### src/rtl/ibex_wb_arbiter.sv
// ibex_wb_arbiter
//
// Write-back arbiter between a single-cycle execute result and one
// outstanding load. It owns the register file write port and forwards
// operands to decode.
//
// Ports
//   clk_i, rst_ni          clock, synchronous active-low reset
//   ex_valid_i/ex_ready_o  execute result handshake (ex_waddr_i, ex_wdata_i)
//   lsu_issue_i, lsu_rd_i  load issue and its destination register
//   lsu_issue_ready_o      a load may be issued (none outstanding)
//   lsu_rvalid_i           load response, with lsu_rdata_i and lsu_err_i
//   rf_we_o/waddr/wdata    register file write port
//   raddr_a_i/raddr_b_i    decode read addresses; rf_rdata_*_i raw file data
//   rdata_a_o/rdata_b_o    forwarded operands
//   stall_o                an operand depends on the outstanding load
//   load_pending_o         a load is outstanding (FSM in LOAD_WAIT)
//
// Handshake: an execute result transfers in a cycle where ex_valid_i and
// ex_ready_o are both high. ex_ready_o is derived only from registered
// state and the current inputs, so the producer may sample it in the same
// cycle. A result that is not accepted must be presented again.

module ibex_wb_arbiter #(
    parameter bit          RV32E     = 1'b0,
    parameter int unsigned DataWidth = 32
) (
    input  logic                 clk_i,
    input  logic                 rst_ni,

    input  logic                 ex_valid_i,
    input  logic [4:0]           ex_waddr_i,
    input  logic [DataWidth-1:0] ex_wdata_i,
    output logic                 ex_ready_o,

    input  logic                 lsu_issue_i,
    input  logic [4:0]           lsu_rd_i,
    output logic                 lsu_issue_ready_o,

    input  logic                 lsu_rvalid_i,
    input  logic [DataWidth-1:0] lsu_rdata_i,
    input  logic                 lsu_err_i,

    output logic                 rf_we_o,
    output logic [4:0]           rf_waddr_o,
    output logic [DataWidth-1:0] rf_wdata_o,

    input  logic [4:0]           raddr_a_i,
    input  logic [4:0]           raddr_b_i,
    input  logic [DataWidth-1:0] rf_rdata_a_i,
    input  logic [DataWidth-1:0] rf_rdata_b_i,

    output logic [DataWidth-1:0] rdata_a_o,
    output logic [DataWidth-1:0] rdata_b_o,
    output logic                 stall_o,
    output logic                 load_pending_o
);

    localparam logic [0:0] StIdle     = 1'b0;
    localparam logic [0:0] StLoadWait = 1'b1;

    // RV32E only has x0..x15, so the top address bit is dropped everywhere.
    localparam logic [4:0] AddrMask = RV32E ? 5'h0F : 5'h1F;

    logic [0:0]           state_q, state_d;
    logic [4:0]           pend_rd_q, pend_rd_d;
    logic                 skid_valid_q, skid_valid_d;
    logic [4:0]           skid_waddr_q, skid_waddr_d;
    logic [DataWidth-1:0] skid_wdata_q, skid_wdata_d;

    logic [4:0]           ex_addr, lsu_addr, ra_addr, rb_addr;
    logic                 load_wait;
    logic                 load_wr;
    logic                 waw_hold;
    logic                 ex_acc;
    logic                 skid_drain;
    logic                 skid_capture;
    logic                 sel_we;
    logic [4:0]           sel_addr;
    logic [DataWidth-1:0] sel_data;

    assign ex_addr  = ex_waddr_i & AddrMask;
    assign lsu_addr = lsu_rd_i   & AddrMask;
    assign ra_addr  = raddr_a_i  & AddrMask;
    assign rb_addr  = raddr_b_i  & AddrMask;

    assign load_wait = (state_q == StLoadWait);
    // An erroneous response still ends the load but never writes.
    assign load_wr   = load_wait & lsu_rvalid_i & ~lsu_err_i;

    // Hold a younger execute write to the load's destination until the
    // response arrives; it then goes through the skid so it lands after
    // the load data and the final register value is the execute one.
    assign waw_hold = load_wait & ex_valid_i & (ex_addr == pend_rd_q) &
                      (pend_rd_q != 5'd0) & ~lsu_rvalid_i;

    assign ex_ready_o = ~skid_valid_q & ~waw_hold;
    assign ex_acc     = ex_valid_i & ex_ready_o;

    assign lsu_issue_ready_o = (state_q == StIdle);
    assign load_pending_o    = load_wait;

    // Write port source select: load response, then skid, then execute.
    // An execute result is never accepted while the skid is full.
    always_comb begin
        sel_we     = 1'b0;
        sel_addr   = 5'd0;
        sel_data   = '0;
        skid_drain = 1'b0;
        if (load_wr) begin
            sel_we   = 1'b1;
            sel_addr = pend_rd_q;
            sel_data = lsu_rdata_i;
        end else if (skid_valid_q) begin
            sel_we     = 1'b1;
            sel_addr   = skid_waddr_q;
            sel_data   = skid_wdata_q;
            skid_drain = 1'b1;
        end else if (ex_acc) begin
            sel_we   = 1'b1;
            sel_addr = ex_addr;
            sel_data = ex_wdata_i;
        end
    end

    // Writes to x0 are dropped; idle write port is driven to zero.
    assign rf_we_o    = sel_we & (sel_addr != 5'd0);
    assign rf_waddr_o = rf_we_o ? sel_addr : 5'd0;
    assign rf_wdata_o = rf_we_o ? sel_data : '0;

    // An accepted execute result that lost to the load is parked in the
    // skid. A result for x0 has nothing to write, so it is simply consumed.
    assign skid_capture = ex_acc & load_wr & (ex_addr != 5'd0);

    always_comb begin
        skid_valid_d = skid_valid_q;
        skid_waddr_d = skid_waddr_q;
        skid_wdata_d = skid_wdata_q;
        if (skid_drain) begin
            skid_valid_d = 1'b0;
        end
        if (skid_capture) begin
            skid_valid_d = 1'b1;
            skid_waddr_d = ex_addr;
            skid_wdata_d = ex_wdata_i;
        end
    end

    always_comb begin
        state_d   = state_q;
        pend_rd_d = pend_rd_q;
        if (state_q == StIdle) begin
            if (lsu_issue_i) begin
                state_d   = StLoadWait;
                pend_rd_d = lsu_addr;
            end
        end else begin
            if (lsu_rvalid_i) begin
                state_d = StIdle;
            end
        end
    end

    always_ff @(posedge clk_i) begin
        if (!rst_ni) begin
            state_q      <= StIdle;
            pend_rd_q    <= 5'd0;
            skid_valid_q <= 1'b0;
            skid_waddr_q <= 5'd0;
            skid_wdata_q <= '0;
        end else begin
            state_q      <= state_d;
            pend_rd_q    <= pend_rd_d;
            skid_valid_q <= skid_valid_d;
            skid_waddr_q <= skid_waddr_d;
            skid_wdata_q <= skid_wdata_d;
        end
    end

    function automatic logic [DataWidth-1:0] fwd(
        input logic [4:0]           raddr,
        input logic [DataWidth-1:0] raw,
        input logic                 we,
        input logic [4:0]           waddr,
        input logic [DataWidth-1:0] wdata,
        input logic                 skv,
        input logic [4:0]           ska,
        input logic [DataWidth-1:0] skd
    );
        if (raddr == 5'd0) begin
            return '0;
        end else if (we && (waddr == raddr)) begin
            return wdata;
        end else if (skv && (ska == raddr)) begin
            return skd;
        end
        return raw;
    endfunction

    assign rdata_a_o = fwd(ra_addr, rf_rdata_a_i, rf_we_o, rf_waddr_o, rf_wdata_o,
                           skid_valid_q, skid_waddr_q, skid_wdata_q);
    assign rdata_b_o = fwd(rb_addr, rf_rdata_b_i, rf_we_o, rf_waddr_o, rf_wdata_o,
                           skid_valid_q, skid_waddr_q, skid_wdata_q);

    // The response cycle itself forwards the load data, so no stall then.
    assign stall_o = load_wait & (pend_rd_q != 5'd0) &
                     ((ra_addr == pend_rd_q) | (rb_addr == pend_rd_q)) & ~load_wr;

endmodule

### config.mk
export PLATFORM = sky130hd
export DESIGN_NAME = ibex_wb_arbiter
export DESIGN_NICKNAME = d
export VERILOG_FILES = /design/src/rtl/ibex_wb_arbiter.sv
export SDC_FILE = /design/constraint.sdc
export NUM_CORES = 1
export LEC_CHECK = 0
export ABC_AREA = 1
export BUFFER_PORTS_ARGS = -buffer_cell sky130_fd_sc_hd__buf_4
export CORE_MARGIN = 1.5
export CORE_UTILIZATION = 50
export CTS_BUF_LIST = sky130_fd_sc_hd__clkbuf_8 sky130_fd_sc_hd__clkbuf_16
export CTS_CLUSTER_SIZE = 12
export DETAILED_ROUTE_END_ITERATION = 10
export GPL_TIMING_DRIVEN = 0
export PLACE_DENSITY = 0.88
export SETUP_SLACK_MARGIN = 0.4
export SLEW_MARGIN = 20
export SYNTH_ARGS = -nofsm -noshare
export SYNTH_HDL_FRONTEND = slang
export SYNTH_SLANG_ARGS = --single-unit
### constraint.sdc
create_clock -name clk_i -period 5.5 [get_ports clk_i]
set_input_delay 0.55 -clock clk_i [delete_from_list [all_inputs] [get_ports clk_i]]
set_output_delay 0.55 -clock clk_i [all_outputs]
set_load 0.01 [all_outputs]
== Word level (Yosys, flattened, before mapping) ==
Index checks and enable logic that the tools add are counted.

* Bits in latches: 0
* Input port bits: 154
* Flip-flop bits (word level): 44
* Logic and storage cells: 76
* Memory bits (read-only): 0
* Bits in writable memories: 0
* Output and inout bits: 106
* Memories kept: 0

* Eq/ne operators: 7
* Add/sub/neg operators: 0
* $lt $le $gt $ge: 0
* Bitwise logic cells: 21
* Div/mod/pow operators: 0
* Multipliers: 0
* Shift operators: 0
* Muxes and demuxes: 32
* Reduce and logical (&&, ||, !) cells: 11

{| class="wikitable"
|+ Operators by type and width
! operator !! number
|-
| 32-bit 2-to-1 mux || 12
|-
| 5-bit equality test || 7
|-
| 5-bit 2-to-1 mux || 4
|-
| 1-bit 2-to-1 mux || 16
|-
| 5-bit nonzero test || 3
|-
| 1-bit AND || 14
|-
| 5-bit zero test || 2
|-
| 1-bit inverter || 6
|-
| 1-bit logical AND || 4
|-
| 2-bit AND reduction || 1
|-
| 2-bit nonzero test || 1
|-
| 1-bit OR || 1
|}

== Logic depth before layout (Yosys ltp) ==
* Depth in word-level cells: 18
* Mapped depth: 21
* Mapped depth without buffers: 19

== Worst setup path before layout ==
Ideal clock, no wire load.

* Path type: input-to-output
* From: in ex_waddr_i[4]
* To: out rdata_b_o[10]
* Slack: 2.733 ns
* Stages on the path: 19
* Required time: 4.950 ns
* Arrival time: 2.217 ns
* Cell sequence: inv_1 > nand2_1 > nand2_1 > nand2_1 > nor2_2 > nand2_4 > nand4_1 > nand2_2 > nand2_2 > inv_2 > nor2_4 > nand2_4 > nand4_2 > buf_6 > nand2_4 > nor2_8 > buf_6 > nand2_1 > nand2_1

* Cells in the longest elaborated chain, start to end: 18
* Elaborated cells between the ends (all ways): 27
* Those cells by class: 2 x eq/ne; 16 x mux; 7 x bitwise; 2 x reduce/logical

{| class="wikitable"
|+ RTL lines
! element !! RTL line !! source
|-
| start: declaration || 32 || <nowiki>input logic [4:0] ex_waddr_i,</nowiki>
|-
| 5-bit equality test || 94 || <nowiki>assign waw_hold = load_wait & ex_valid_i & (ex_addr == pend_rd_q) &</nowiki>
|-
| 1-bit AND (2 in series) || 94 ||
|-
| 1-bit AND || 95 || <nowiki>(pend_rd_q != 5'd0) & ~lsu_rvalid_i;</nowiki>
|-
| 1-bit inverter || 97 || <nowiki>assign ex_ready_o = ~skid_valid_q & ~waw_hold;</nowiki>
|-
| 1-bit AND || 97 ||
|-
| 1-bit AND || 98 || <nowiki>assign ex_acc = ex_valid_i & ex_ready_o;</nowiki>
|-
| 5-bit 2-to-1 mux || 119 || <nowiki>end else if (ex_acc) begin</nowiki>
|-
| 5-bit 2-to-1 mux || 114 || <nowiki>end else if (skid_valid_q) begin</nowiki>
|-
| [... 2 more ...] || n/a ||
|-
| 1-bit AND || 127 || <nowiki>assign rf_we_o = sel_we & (sel_addr != 5'd0);</nowiki>
|-
| 5-bit 2-to-1 mux (*) || 128 || <nowiki>assign rf_waddr_o = rf_we_o ? sel_addr : 5'd0;</nowiki>
|-
| named net rf_waddr_o[0] || 45 || <nowiki>output logic [4:0] rf_waddr_o,</nowiki>
|-
| 5-bit equality test (*) || 192 || <nowiki>end else if (we && (waddr == raddr)) begin</nowiki>
|-
| 1-bit logical AND (*) || 192 ||
|-
| 32-bit 2-to-1 mux / 1-bit 2-to-1 mux (equally long branches) || 192 ||
|-
| 32-bit 2-to-1 mux / 1-bit 2-to-1 mux (equally long branches) || 190 || <nowiki>if (raddr == 5'd0) begin</nowiki>
|-
| 32-bit 2-to-1 mux (*) || 197 || <nowiki>return raw;</nowiki>
|-
| end: declaration || 54 || <nowiki>output logic [DataWidth-1:0] rdata_b_o,</nowiki>
|}

The timed path passes the listed nets; every way through them passes the cells marked *.

== Worst setup path in the final report ==
* From: reg state_q, in the netlist load_pending_o
* To: out rdata_a_o[10]

* Cells in the longest elaborated chain, start to end: 18
* Elaborated cells between the ends (all ways): 29
* Those cells by class: 1 x eq/ne; 16 x mux; 10 x bitwise; 2 x reduce/logical

{| class="wikitable"
|+ RTL lines
! element !! RTL line !! source
|-
| start: declaration || 65 || <nowiki>logic [0:0] state_q, state_d;</nowiki>
|-
| start signal: assignment || 166 || <nowiki>state_q <= StIdle;</nowiki>
|-
| start signal: assignment || 172 || <nowiki>state_q <= state_d;</nowiki>
|-
| 1-bit AND (3 in series) || 94 ||
|-
| 1-bit AND || 95 ||
|-
| 1-bit inverter || 97 ||
|-
| 1-bit AND || 97 ||
|-
| 1-bit AND || 98 ||
|-
| 5-bit 2-to-1 mux || 119 ||
|-
| 5-bit 2-to-1 mux || 114 ||
|-
| 5-bit 2-to-1 mux || 110 || <nowiki>if (load_wr) begin</nowiki>
|-
| 5-bit nonzero test || 127 ||
|-
| 1-bit AND || 127 ||
|-
| 5-bit 2-to-1 mux || 128 ||
|-
| 5-bit equality test || 192 ||
|-
| 1-bit logical AND || 192 ||
|-
| 32-bit 2-to-1 mux / 1-bit 2-to-1 mux (equally long branches) || 192 ||
|-
| 32-bit 2-to-1 mux / 1-bit 2-to-1 mux (equally long branches) || 190 ||
|-
| 32-bit 2-to-1 mux (*) || 197 ||
|-
| end: declaration || 53 || <nowiki>output logic [DataWidth-1:0] rdata_a_o,</nowiki>
|}

Mark *: on every way between the ends. The rest lies on a longest branch, timed or not.

==> metrics <==
Synth Flop Type dfxtp_1; fin crit share 0.659; clock tree buffer depth 2; Rows 35; core area 0.00933 mm²; Arrival @ worst endpoint 3080 ps; Synth Cell Area 0.00486 mm²; mux contribution to synthesized area 0; DR vias/cell 5.40; number of synthesized register bits 44; Final Hold Fails 0; Post-Synth Simple-Gate Area 0.439; Slew headroom 0.610; Post-Route Setup TNS 0 ps; met2 WL post-DR 9.46 mm; hold slack 486 ps; Sink Count 44; Starting Density 0.521; commonest non-fill, non-tap cells in the layout 351 x nand2_1, 262 x buf_4, 108 x o21ai_0; Die H 102 µm; multi-input logic area 0.00339 mm²; WL final 19.9 mm; cts repair resizes 0; final cell count without fillers 1289; CTS root buf clkbuf_8; Power Density 155 mW/mm²; Final Wtd Congestion 0.959; Fillers 836; vias post-DR 6956; FF+latch area 881 µm²; Final setup viols 0; Routed wire per std cell 15.4 µm; # diodes 0; FFs w/ async S/R, synth 0; CTS tree done; Slew @ Worst Pin 586 ps; clock skew 11.0 ps; Worst-Skew Late Latency 320 ps; Syn Inst Count 893; Final Max Slew Viols 0; Yosys cell types 37; synthesized-area fraction occupied by adder cells 0; Final nets 1313; Highest Signal Layer met4; Antenna Nets Post-Route 0; final core occ 0.759; CP startpoint kind flip-flop; synth warn 0; DRC violations left 0; die width 102 µm; setup repair bufs after CTS 0; Worst Setup End Kind output pin; first-pass GRT wire length 29.7 mm; most common cell after layout, fill and taps aside nand2_1; GRT Total Usage 0.367; Fmax 276 MHz; vias in the first global route 6073; Setup WS pre-CTS 2110 ps; grt ovf 0; synthesized area per cell 5.44 µm²; # hold bufs at CTS 0; Data required, critical path 4950 ps; min-delay worst type in2reg; Synth Area in Compound Gates 0.254; Max Cap Viol 0; Pleak 3.69 nW; initial antenna violation count 0; status complete, no violations; sequential area share after synthesis 0.181; Peak VDD IR 0.000129 V; largest net degree at the start of global routing 16; Num CTS Buffers 5; HPWL after DPL 15.7 mm; largest family of logic cells by synthesized area simple AND/OR/NAND/NOR gates; post-synthesis xor/xnor area fraction 0.00541; Iter 0 DRT Violations 358; ratio of cells with drive above 1 in the final layout 0.284; setup ws final 1870 ps; Worst-path clk slew 100 ps; Post-Syn Nets 1047; H-tree levels 2; DRT met1 WL 7.38 mm; DR WL met3 2.10 mm; Boundary Pins 260; CP max FO 10; I/O Buffers 259; Layout area overhead 45.7%; placed cells 1281; Crit Path Class reg2out; DR pass1 iterations 8; EDFF count, synth 0; die area 0.0103 mm²; Final min period 3630 ps; RSZ-0062 raised after global routing no
## through the flow
step / total power [mW] / area (µm²)
finish: 1.09 / 7080
detailed placement: 0.829 / 6960
CTS: 1.09 / 7080
global placement: 0.824 / 6960
floorplan: 0.584 / 4860
global route: 1.15 / 7080
## synth_stat cells, types with 2 or more instances
| cell | count | area share |
|---|---|---|
| buf_4 | 3 | 0.0046 |
| nor2_4 | 2 | 0.0046 |
| dfxtp_1 | 44 | 0.18 |
| nand2_2 | 6 | 0.0077 |
| buf_6 | 8 | 0.019 |
| xor2_1 | 2 | 0.0036 |
| or2_1 | 29 | 0.037 |
| o2bb2ai_1 | 31 | 0.056 |
| nand3_2 | 2 | 0.0041 |
| nand4_1 | 8 | 0.010 |
| nand3_1 | 16 | 0.016 |
| a21oi_4 | 2 | 0.0067 |
| nand2_4 | 3 | 0.0070 |
| nor2_1 | 76 | 0.059 |
| a21oi_1 | 53 | 0.055 |
| nand4_2 | 2 | 0.0052 |
| o21ai_0 | 108 | 0.11 |
| clkbuf_1 | 23 | 0.018 |
| buf_1 | 4 | 0.0031 |
| or2_2 | 2 | 0.0026 |
| inv_1 | 65 | 0.050 |
| nor4_1 | 3 | 0.0039 |
| a221oi_1 | 4 | 0.0072 |
| buf_2 | 17 | 0.018 |
| nor2_2 | 4 | 0.0052 |
| nand2_1 | 351 | 0.27 |
| inv_2 | 10 | 0.0077 |
| o22ai_1 | 6 | 0.0077 |
## routing by layer
layer  up-vias  track usage
met3        73       0.0718
met4         0        0.174
met1      3060        0.442
met5         -            0
li1       3415            -
met2       408        0.627
## layout make-up
cell class                 count  area share
inverter                      76      0.0403
clock inverter                 3     0.00654
tap                          129      0.0228
multi-input combinational    718       0.479
buffer                        55      0.0423
sequential                    44       0.124
clock buffer                   5     0.00972
timing repair buffer         259       0.275
## worst max-delay path, stage by stage (launching register included)
cell	delay, ps
dfxtp_1	470
nand2_1	100
nor2_2	260
buf_2	310
nand2_1	140
nand2_2	120
nand2_1	90
nor2_4	100
nand2_4	80
nand4_2	130
nand2_1	90
nor2_2	300
buf_2	280
nand2_1	70
nand2_1	90
buf_4	120
## state kept, by name, indices dropped and copies added, names as in the netlist
register	cells
skid_valid_q	1
pend_rd_q	5
skid_wdata_q	32
skid_waddr_q	5
load_pending_o	1
## path summary, 6_finish.rpt
check | depth (start not counted) | from | slack, ps | to
worst max register to register | 9 | load_pending_o$_SDFF_PN0_ | 2840 | skid_wdata_q[6]$_SDFFE_PN0P_
worst max-delay path | 15 | load_pending_o$_SDFF_PN0_ | 1870 | rdata_a_o[10]
worst min register to register | 2 | skid_wdata_q[2]$_SDFFE_PN0P_ | 520 | skid_wdata_q[2]$_SDFFE_PN0P_
worst min-delay path | 3 | ex_wdata_i[14] | 490 | skid_wdata_q[14]$_SDFFE_PN0P_
## power breakdown
part | internal, mW | leakage [nW] | switching (mW) | total, mW
registers | 0.328 | 0.357 | 0.0121 | 0.340
logic | 0.235 | 3.28 | 0.252 | 0.487
clock network | 0.137 | 0.0548 | 0.129 | 0.266
total | 0.700 | 3.69 | 0.393 | 1.09
## cells by family after synthesis
family                 after synthesis
flip-flops                          44
AND/OR/NAND/NOR                    505
AO/OA/AOI/OAI                      210
buffers and inverters              131
XOR/XNOR                             3
(Power assumes the default switching activity.)
